**src/rtl/mult_scheduler.sv**
```systemverilog
// Round-robin arbiter sharing one fixed-point multiplier among NumPorts requesters,
// with operand latching, optional result saturation and a hung-multiplier timeout.
module mult_scheduler #(
    parameter int unsigned NumPorts      = 4,
    parameter int unsigned DataWidth     = 8,
    parameter bit          Saturate      = 1'b1,
    parameter int unsigned TimeoutCycles = 64
) (
    input  logic                          clk_i,
    input  logic                          reset_ni,
    input  logic [NumPorts-1:0]           req_i,
    input  logic [NumPorts*DataWidth-1:0] a_i,
    input  logic [NumPorts*DataWidth-1:0] b_i,
    output logic [NumPorts-1:0]           grant_o,
    output logic [NumPorts-1:0]           done_o,
    output logic [DataWidth-1:0]          result_o,
    output logic                          ovf_o,
    output logic                          err_o,
    output logic                          busy_o,
    output logic                          mul_start_o,
    output logic [DataWidth-1:0]          mul_a_o,
    output logic [DataWidth-1:0]          mul_b_o,
    input  logic                          mul_done_i,
    input  logic [DataWidth-1:0]          mul_val_i,
    input  logic                          mul_ovf_i
);

    localparam int unsigned PtrW = (NumPorts > 1) ? $clog2(NumPorts) : 1;
    localparam int unsigned CntW = $clog2(TimeoutCycles);

    typedef enum logic [1:0] {
        IDLE  = 2'd0,
        ISSUE = 2'd1,
        WAIT  = 2'd2,
        RESP  = 2'd3
    } state_e;

    state_e                state_q, state_d;
    logic [PtrW-1:0]       ptr_q, ptr_d;
    logic [CntW-1:0]       cnt_q, cnt_d;
    logic [NumPorts-1:0]   grant_q, grant_d;
    logic [NumPorts-1:0]   done_q, done_d;
    logic [DataWidth-1:0]  result_q, result_d;
    logic                  ovf_q, ovf_d;
    logic                  err_q, err_d;
    logic                  busy_q, busy_d;
    logic                  start_q, start_d;
    logic [DataWidth-1:0]  a_q, a_d;
    logic [DataWidth-1:0]  b_q, b_d;

    logic [DataWidth-1:0]  a_arr [NumPorts];
    logic [DataWidth-1:0]  b_arr [NumPorts];
    logic                  win_found;
    logic [PtrW-1:0]       win_idx;
    logic [DataWidth-1:0]  prod_val;

    for (genvar p = 0; p < NumPorts; p++) begin : g_unpack
        assign a_arr[p] = a_i[p*DataWidth +: DataWidth];
        assign b_arr[p] = b_i[p*DataWidth +: DataWidth];
    end

    // Round-robin search starting just after the last winner.
    always_comb begin
        int idx;
        win_found = 1'b0;
        win_idx   = '0;
        idx       = 0;
        for (int i = 1; i <= int'(NumPorts); i++) begin
            idx = (int'(ptr_q) + i) % int'(NumPorts);
            if (!win_found && req_i[PtrW'(idx)]) begin
                win_found = 1'b1;
                win_idx   = PtrW'(idx);
            end
        end
    end

    // Clamp toward the sign of the true product when the multiplier overflows.
    always_comb begin
        prod_val = mul_val_i;
        if (Saturate && mul_ovf_i) begin
            if (a_q[DataWidth-1] ^ b_q[DataWidth-1]) begin
                prod_val = {1'b1, {(DataWidth-1){1'b0}}};
            end else begin
                prod_val = {1'b0, {(DataWidth-1){1'b1}}};
            end
        end
    end

    always_comb begin
        state_d  = state_q;
        ptr_d    = ptr_q;
        cnt_d    = cnt_q;
        grant_d  = grant_q;
        done_d   = '0;
        result_d = result_q;
        ovf_d    = ovf_q;
        err_d    = err_q;
        busy_d   = busy_q;
        start_d  = 1'b0;
        a_d      = a_q;
        b_d      = b_q;

        unique case (state_q)
            IDLE: begin
                if (win_found) begin
                    state_d = ISSUE;
                    a_d     = a_arr[win_idx];
                    b_d     = b_arr[win_idx];
                    grant_d = NumPorts'(1) << win_idx;
                    ptr_d   = win_idx;
                    start_d = 1'b1;
                    busy_d  = 1'b1;
                end
            end
            ISSUE: begin
                state_d = WAIT;
                cnt_d   = '0;
            end
            WAIT: begin
                cnt_d = cnt_q + CntW'(1);
                // A done arriving on the timeout cycle still counts as success.
                if (mul_done_i) begin
                    state_d  = RESP;
                    done_d   = grant_q;
                    result_d = prod_val;
                    ovf_d    = mul_ovf_i;
                    err_d    = 1'b0;
                end else if (cnt_q == CntW'(TimeoutCycles - 1)) begin
                    state_d  = RESP;
                    done_d   = grant_q;
                    result_d = '0;
                    ovf_d    = 1'b0;
                    err_d    = 1'b1;
                end
            end
            RESP: begin
                state_d  = IDLE;
                grant_d  = '0;
                busy_d   = 1'b0;
                result_d = '0;
                ovf_d    = 1'b0;
                err_d    = 1'b0;
            end
            default: begin
                state_d = IDLE;
            end
        endcase
    end

    // Reset leaves ptr on the last port so port 0 wins first.
    always_ff @(posedge clk_i or negedge reset_ni) begin
        if (!reset_ni) begin
            state_q  <= IDLE;
            ptr_q    <= PtrW'(NumPorts - 1);
            cnt_q    <= '0;
            grant_q  <= '0;
            done_q   <= '0;
            result_q <= '0;
            ovf_q    <= 1'b0;
            err_q    <= 1'b0;
            busy_q   <= 1'b0;
            start_q  <= 1'b0;
            a_q      <= '0;
            b_q      <= '0;
        end else begin
            state_q  <= state_d;
            ptr_q    <= ptr_d;
            cnt_q    <= cnt_d;
            grant_q  <= grant_d;
            done_q   <= done_d;
            result_q <= result_d;
            ovf_q    <= ovf_d;
            err_q    <= err_d;
            busy_q   <= busy_d;
            start_q  <= start_d;
            a_q      <= a_d;
            b_q      <= b_d;
        end
    end

    assign grant_o     = grant_q;
    assign done_o      = done_q;
    assign result_o    = result_q;
    assign ovf_o       = ovf_q;
    assign err_o       = err_q;
    assign busy_o      = busy_q;
    assign mul_start_o = start_q;
    assign mul_a_o     = a_q;
    assign mul_b_o     = b_q;

endmodule
```
**config.mk**
```make
export PLATFORM = sky130hd
export DESIGN_NAME = mult_scheduler
export DESIGN_NICKNAME = d
export VERILOG_FILES = /design/src/rtl/mult_scheduler.sv
export SDC_FILE = /design/constraint.sdc
export NUM_CORES = 1
export LEC_CHECK = 0
export ABC_CLOCK_PERIOD_IN_PS = 2400
export CORE_MARGIN = 3
export CORE_UTILIZATION = 49
export DETAILED_ROUTE_END_ITERATION = 12
export DONT_BUFFER_PORTS = 1
export GPL_TIMING_DRIVEN = 0
export HOLD_SLACK_MARGIN = 0.1
export SKIP_CTS_REPAIR_TIMING = 1
export SYNTH_ARGS = -nofsm -noshare
export SYNTH_HDL_FRONTEND = slang
export SYNTH_SLANG_ARGS = --single-unit
```
**constraint.sdc**
```tcl
create_clock -name clk_i -period 2.4 [get_ports clk_i]
set_input_delay 0.24 -clock clk_i [delete_from_list [all_inputs] [get_ports clk_i]]
set_output_delay 0.24 -clock clk_i [all_outputs]
set_load 0.05 [all_outputs]
```
# Word-level counts from Yosys, hierarchy flattened
# Cells that the tools add are included.
[word_totals] register_bits=46 input_bits=80 elab_cells=96
[op_classes] add_sub_neg=5 order_cmp=5 eq_ne=6 shift=1 mux=51 n_bitwise=2 reduce_logical=14
[ops] op="2-to-1 mux 8 bit" count=8
[ops] op="binary-select mux 8 bit (select 2 bit)" count=2
[ops] op="2-to-1 mux 1 bit" count=19
[ops] op="< comparator 2 x 4 -> 1 bit, second input constant" count=4
[ops] op="2-to-1 mux 4 bit" count=4
[ops] op="one-hot mux 8 bit (2 select lines)" count=1
[ops] op="2-to-1 mux 2 bit" count=7
[ops] op="one-hot mux 6 bit (2 select lines)" count=1
[ops] op="binary-select mux 1 bit (select 2 bit)" count=4
[ops] op="one-hot mux 2 bit (4 select lines)" count=1
[ops] op="one-hot mux 4 bit (2 select lines)" count=1
[ops] op="AND reduction 2 bit" count=4
[ops] op="adder 6 x 1 -> 6 bit, second input constant" count=1
[ops] op="== test 6 bit, second input constant" count=1
[ops] op="one-hot mux 1 bit (2 select lines)" count=3
[ops] op="nonzero test 2 bit" count=3
[ops] op="adder 2 x 1 -> 2 bit, second input constant" count=2
[ops] op="adder 2 bit, second input constant" count=2
[ops] op="== test 2 bit, second input constant" count=2
[ops] op="<< shifter 1 x 2 -> 4 bit, first input constant" count=1
[ops] op="greater-or-equal comparator 3 bit, second input constant" count=1
[ops] op="logical AND 1 bit" count=3
[ops] op="logical NOT 1 bit" count=3
[ops] op="inequality test 3 bit, second input constant" count=1
[ops] op="5 further kinds" count=5

# Logic depth before layout (Yosys ltp)
# Gate-level depths: netlist of the first run.
[depth] word_depth=18 mapped_depth=7

# Worst setup path before layout of the first run
# Ideal clock, no wire load.
[synth_timing] path_type="flip-flop to flip-flop" from="reg state_q[0]" to="reg result_q[0], in the netlist result_o[0]" setup_time_ns=0.128 arrival_ns=1.602 t_required_ns=2.272 slack_ns=0.671 path_stages_with_launch=7 period_less_slack_ns=1.729 cell_sequence="dfrtp_1 -> inv_1 -> ha_1 -> clkbuf_1 -> nor2_1 -> a21oi_4 -> mux2_1"
[synth_via] elab_chain_cells=3 elab_cells_between_ends=6 classes_between="3 x eq/ne; 1 x mux; 2 x reduce/logical"
[synth_rtl] item="start, declared" line="38" text="state_e state_q, state_d;"
[synth_rtl] item="start signal, assigned" line="166" text="state_q <= state_d;"
[synth_rtl] item="== test 2 bit" line="103" text="unique case (state_q)"
[synth_rtl] item="inequality test 3 bit (no source line) / nonzero test 2 bit (equally long branches)"
[synth_rtl] item="AND reduction 2 bit (no source line)"
[synth_rtl] item="end signal, assigned" line="171" text="result_q <= result_d;"
[synth_rtl] item="end, declared" line="43" text="logic [DataWidth-1:0] result_q, result_d;"
# Parallel ways exist; a longest one is shown, timed or not.
# A chain may end at the register's enable or synchronous reset.

# Worst setup path after layout of the first run
[layout_timing] from="reg state_q[0]" to="reg result_q[3], in the netlist result_o[3]"
# The elaborated chain is that of the path after synthesis.

==> results.cfg, run 1 <==
[clocking]
cts_made_buffers = 5
clk_pin_slew_ps = 80
cts_tree = yes
numClockSinks = 46
clk_latency_ps = 290
cts_root_buf = clkbuf_8
h-tree-depth = 2
cts_buffer_depth = 2

[timing]
hold_ws_ps = 145
fin_crit_sh = 0.841
maxSlewViolCount = 0
max_clock_freq_mhz = 496
finalSetupViolCount = 0
rsz0062_at_grt = false
setup-tns-final_ps = 0
relSlewSlack = 0.624
tightest_slew_ps = 563
fin_skew_ps = 4.91
finalHoldViolations = 0
finalCriticalPeriod_ps = 2020

[place]
dp.cells = 315
place_congestion = 0.795
place_area_mm2 = 0.00270
numPortBuffers = 0
dp_hpwl_um = 4340

[finish]
final_nets = 342
layout.cells.non_filler = 325
antenna_cells = 0
drive_above_1_share = 0.128
fin_util = 0.573
design_area_mm2 = 0.00283
syn_to_final_growth_pct = 8.12

[worst_setup_path]
reg2reg_slack_ps = 380
start_kind = flop
cp-end-kind = flop
criticalPathCategory = reg -> reg
cp.required_ps = 2580
path_max_fanout = 10
worstPathArrival_ps = 2190

[synth]
synth_compound_area_frac = 0.184
avgSynthCellArea_um2 = 10.6
yosys.area_share.simple = 0.128
synth_top_family_by_area = compound AO/OA/AOI/OAI gates
synth.most_common_cell = dfrtp_1
synth_xor_area_frac = 0.00334
synth-seq-area-share = 0.441
syn-num-nets = 333
yosysTopAreaCellShare = 0.420
yosys-top-cells-count = 44 x dfrtp_1, 33 x mux2i_1, 27 x nand2_1, 14 x inv_1
synth_seq_cells = 46
synth_warnings = 0
synth_area_mm2 = 0.00262
synthMuxAreaShare = 0.156
yosysTopAreaCell = dfrtp_1
synth_ff_type = dfrtp_1
synth.area.top_cells = dfrtp_1 42%, mux2i_1 13%, o221ai_2 5.2%
synthDistinctLibCells = 43
synthArstFlopShare = 1.00
synthAdderAreaFrac = 0.0239
syn-instance-count = 248
synth_edf_count = 0

[floorplan]
core_area_mm2 = 0.00494
die_x_um = 79.1
rows = 25
initial_core_util = 0.530
io_pins = 116
die_h_um = 79.1
fp.dieArea_mm2 = 0.00626

[grt]
first_global_vias = 1744
overflow = 0
grt.total_usage = 0.183
grt_start_max_net_pins = 47
antenna_found_initial = 0
grt_pass1_wl_um = 8870

[outcome]
outcome = complete, no violations

[detailed_routing]
route.detailed.drc = 0
vias = 1878
vias_per_cell = 5.78
drt_first_pass_iters = 4
ant_nets = 0
drt_iter0_drc = 60
wl_per_cell_um = 17.8
routed_wl_um = 5790

[power]
power.density_mw_per_mm2 = 1490
p_leak_nw = 1.27
peakVddDrop_mv = 0.643

[hold_path]
hold_path.class = in -> reg

[flow_run]
cap_violations = 0
-- placed cells by master (no fill, tap or decap), drive strengths merged, types with 3 or more instances in the layout --
cell / netlist / layout
nor3: 3 / 3
and2: 5 / 5
clkbuf: 4 / 11
o22ai: 4 / 4
nand2: 27 / 27
a21oi: 13 / 13
nor2: 7 / 7
inv: 15 / 15
o21ai: 16 / 16
mux2: 7 / 7
dfrtp: 44 / 44
a22oi: 3 / 3
mux2i: 33 / 33
ha: 5 / 5
nand3: 8 / 8
buf: 9 / 10
o221ai: 16 / 16
nand2b: 12 / 12
-- layer usage --
| metal | GRT usage | routed length, µm | part of all wire |
|---|---|---|---|
| met4 | 0.0515 | 44 | 0.0076 |
| met2 | 0.263 | 2640 | 0.46 |
| met5 | 0 | 0 | 0 |
| met1 | 0.258 | 2620 | 0.45 |
| met3 | 0.0658 | 488 | 0.084 |
-- report_power, final --
part	switching, mW	internal, mW
Sequential	1.05	1.06
Clock	0.239	0.232
Combinational	0.892	0.738
Total	2.18	2.03
-- worst paths after layout --
path | from | endpoint | cells past startpoint
worst min-delay path | mul_done_i | ovf_o$_DFFE_PN0P_ | 2
min in group asynchronous | reset_ni | result_o[7]$_DFFE_PN0P_ | 2
max in group asynchronous | reset_ni | ptr_q[0]$_DFFE_PN1P_ | 2
worst min register to register | ptr_q[0]$_DFFE_PN1P_ | ptr_q[0]$_DFFE_PN1P_ | 2
worst max register to register | state_q[0]$_DFFE_PN0P_ | result_o[3]$_DFFE_PN0P_ | 6
worst max-delay path | state_q[0]$_DFFE_PN0P_ | result_o[3]$_DFFE_PN0P_ | 6
-- per-stage QoR --
step | total power [mW] | setup slack [ps]
4_1_cts | 4.25 | 372
5_1_grt | 4.52 | 242
3_5_place_dp | 3.76 | 397
2_1_floorplan | 3.41 | 671
6_report | 4.21 | 383
3_3_place_gp | 3.74 | 432
-- cell type report --
cell class / count / area (µm²)
Buffer: 13 / 110
Clock buffer: 7 / 86.3
Clock inverter: 1 / 5.00
Fill cell: 442 / 2110
Inverter: 15 / 56.3
Multi-Input combinational cell: 174 / 1300
Sequential cell: 46 / 1150
Tap cell: 67 / 83.8
Timing Repair Buffer: 2 / 37.5
-- cell families after synthesis --
kind of cell	Yosys count
simple gates	68
compound gates	60
flops	46
mux	40
buf+inv	28
fa+ha+maj	5
xor+xnor	1
-- critical path, cell delays in order (launching register included) --
cell and delay [ps]:
dfrtp_1 410, inv_1 110, ha_1 150, clkbuf_1 400, nor2_1 140, a21oi_4 320, mux2_1 370
-- registers in the layout, indices dropped and copies added (netlist names) --
signal,count
done_o,4
busy_o,1
ovf_o,1
grant_o,4
result_o,8
mul_b_o,8
cnt_q,6
mul_a_o,8
err_o,1
ptr_q,2
state_q,2
mul_start_o,1
No activity file was read; power rests on OpenSTA's default activity.
==> run 2: changes to the inputs <==
--- a/config.mk
+++ b/config.mk
@@ -5,13 +5,14 @@
 export SDC_FILE = /design/constraint.sdc
 export NUM_CORES = 1
 export LEC_CHECK = 0
-export ABC_CLOCK_PERIOD_IN_PS = 2400
+export ABC_CLOCK_PERIOD_IN_PS = 1620
 export CORE_MARGIN = 3
 export CORE_UTILIZATION = 49
 export DETAILED_ROUTE_END_ITERATION = 12
 export DONT_BUFFER_PORTS = 1
 export GPL_TIMING_DRIVEN = 0
 export HOLD_SLACK_MARGIN = 0.1
+export PLACE_DENSITY = 0.66
 export SKIP_CTS_REPAIR_TIMING = 1
 export SYNTH_ARGS = -nofsm -noshare
 export SYNTH_HDL_FRONTEND = slang
==> constraint.sdc (replaced) <==
create_clock -name clk_i -period 1.62 [get_ports clk_i]
set_input_delay 0.162 -clock clk_i [delete_from_list [all_inputs] [get_ports clk_i]]
set_output_delay 0.162 -clock clk_i [all_outputs]
set_load 0.05 [all_outputs]
==> results.cfg, run 2 (synthesis results as in run 1) <==
[hold_path]
min_from = b_i[9]
hold_path.class = in -> reg

[timing]
layout_setup_ws_ps = -211
maxSlewViolCount = 0
finalHoldViolations = 0
relSlewSlack = 0.633
finalSetupViolCount = 26
fin_skew_ps = 9.84
tightest_slew_ps = 550
finalCriticalPeriod_ps = 1830
max_clock_freq_mhz = 546
rsz0062_at_grt = true
fin_crit_sh = 1.13

[grt]
grt.total_usage = 0.195
antenna_found_initial = 0
grt_pass1_wl_um = 9470
grt_start_max_net_pins = 47
overflow = 0
first_global_vias = 1893

[clocking]
h-tree-depth = 2
cts_buffer_depth = 2
cts_tree = yes
numClockSinks = 46
clk_pin_slew_ps = 90
cts_made_buffers = 5
clk_latency_ps = 310
cts_root_buf = clkbuf_8

[worst_setup_path]
crit_start = ptr_q[0]$_DFFE_PN1P_
critPathMaxStageDelay_ps = 550
start_kind = flop
critPathSlowestCell = dfstp_2
criticalPathCategory = reg -> reg
cp.required_ps = 1780
cp-end-kind = flop
path_cells = nand2b_4, o21ai_4, a211oi_4, buf_6, buf_12, mux2i_1, o221ai_1
cp.buffers_inverters = 2
path_max_fanout = 10
cp_top_family = flip-flops
r2r_start = ptr_q[0]$_DFFE_PN1P_
worstPathArrival_ps = 1990

[detailed_routing]
route.detailed.drc = 0
routed_wl_um = 6820
drt_first_pass_iters = 4
drt_iter0_drc = 92
ant_nets = 0
vias = 2083
vias_per_cell = 5.80
wl_per_cell_um = 19.0

[finish]
final_nets = 376
layout.cells.non_filler = 359
final_cell_mix = 44 x dfrtp_1, 27 x nand2_1, 26 x mux2i_1
antenna_cells = 0
final_common_cell = dfrtp_1
syn_to_final_growth_pct = 28.2
drive_above_1_share = 0.240
fin_util = 0.679

[power]
power_frac_comb = 0.438
sw_frac_of_total = 0.492
p_leak_nw = 1.47
power.density_mw_per_mm2 = 2130
switching_power_mw = 3.51
fin_total_pwr_mw = 7.14
p_seq_frac = 0.440
internal-power_mw = 3.63
p_clk_frac = 0.122
peakVddDrop_mv = 1.22

[floorplan]
die_h_um = 79.1
rows = 25
fp.dieArea_mm2 = 0.00626
core_area_mm2 = 0.00494
die_x_um = 79.1
io_pins = 116
initial_core_util = 0.530

[place]
preCtsSetupSlack_ps = -217
dp.cells = 315
numPortBuffers = 0
dp_hpwl_um = 4430
place_congestion = 0.741

[outcome]
outcome = finished, violations left
violations = negative setup slack

[flow_run]
cap_violations = 0
## run 2: cell count changes in the layout (fill, tap and decap cells not counted), moves of 4 or more
| cell | before | now |
|---|---|---|
| dlygate4sd3_1 | 1 | 25 |
| buf_4 | 2 | 11 |
| mux2_1 | 7 | 0 |
| mux2_4 | 0 | 7 |
| mux2i_1 | 33 | 26 |
| mux2i_2 | 0 | 7 |
| buf_6 | 1 | 5 |
| clkbuf_1 | 5 | 1 |
## run 2: per-layer routing
| metal | global-route usage | part of all wire | vias up |
|---|---|---|---|
| met2 | 0.304 | 0.49 | 70 |
| met1 | 0.244 | 0.41 | 1021 |
| li1 | - | - | 984 |
| met5 | 0 | 0 | - |
| met3 | 0.0760 | 0.088 | 8 |
| met4 | 0.0722 | 0.013 | 0 |
## run 2: through the flow
step / instance area [µm²] / hold slack, ps / setup TNS [ps]
6_report: 3360 / 76.1 / -3520
5_1_grt: 3360 / 101 / -5690
4_1_cts: 2850 / -473 / -4840
3_5_place_dp: 2730 / -132 / -4540
3_3_place_gp: 2730 / -132 / -3530
2_1_floorplan: 2650 / -134 / -570
## run 2: worst paths after layout
| check | endpoint | slack, ps | cells past startpoint |
|---|---|---|---|
| hold / removal | mul_b_o[1]$_DFFE_PN0P_ | 80 | 2 |
| hold reg to reg | ptr_q[0]$_DFFE_PN1P_ | 480 | 2 |
| min in group asynchronous | result_o[5]$_DFFE_PN0P_ | 350 | 2 |
| setup reg to reg | mul_b_o[7]$_DFFE_PN0P_ | -210 | 7 |
| max in group asynchronous | ptr_q[1]$_DFFE_PN1P_ | 1010 | 2 |
| setup / recovery | mul_b_o[7]$_DFFE_PN0P_ | -210 | 7 |
## run 2: final cells by class
cell class                 count  area, µm²
sequential                    46       1150
fill                         404       1590
inverter                      15       56.3
tap                           67       83.8
timing repair buffer          38        405
clock buffer                   5       68.8
clock inverter                 3       45.0
multi-input combinational    174       1420
buffer                        11        120
## run 2: power by group through the flow
| stage | clock network [mW] | logic, mW | registers, mW |
|---|---|---|---|
| after floorplan | 0 | 2.05 | 3.04 |
| after global placement | 0 | 2.40 | 3.15 |
| after detailed placement | 0 | 2.46 | 3.16 |
| after CTS | 0.891 | 2.46 | 3.14 |
| after global routing | 0.952 | 3.44 | 3.21 |
| final | 0.871 | 3.13 | 3.14 |
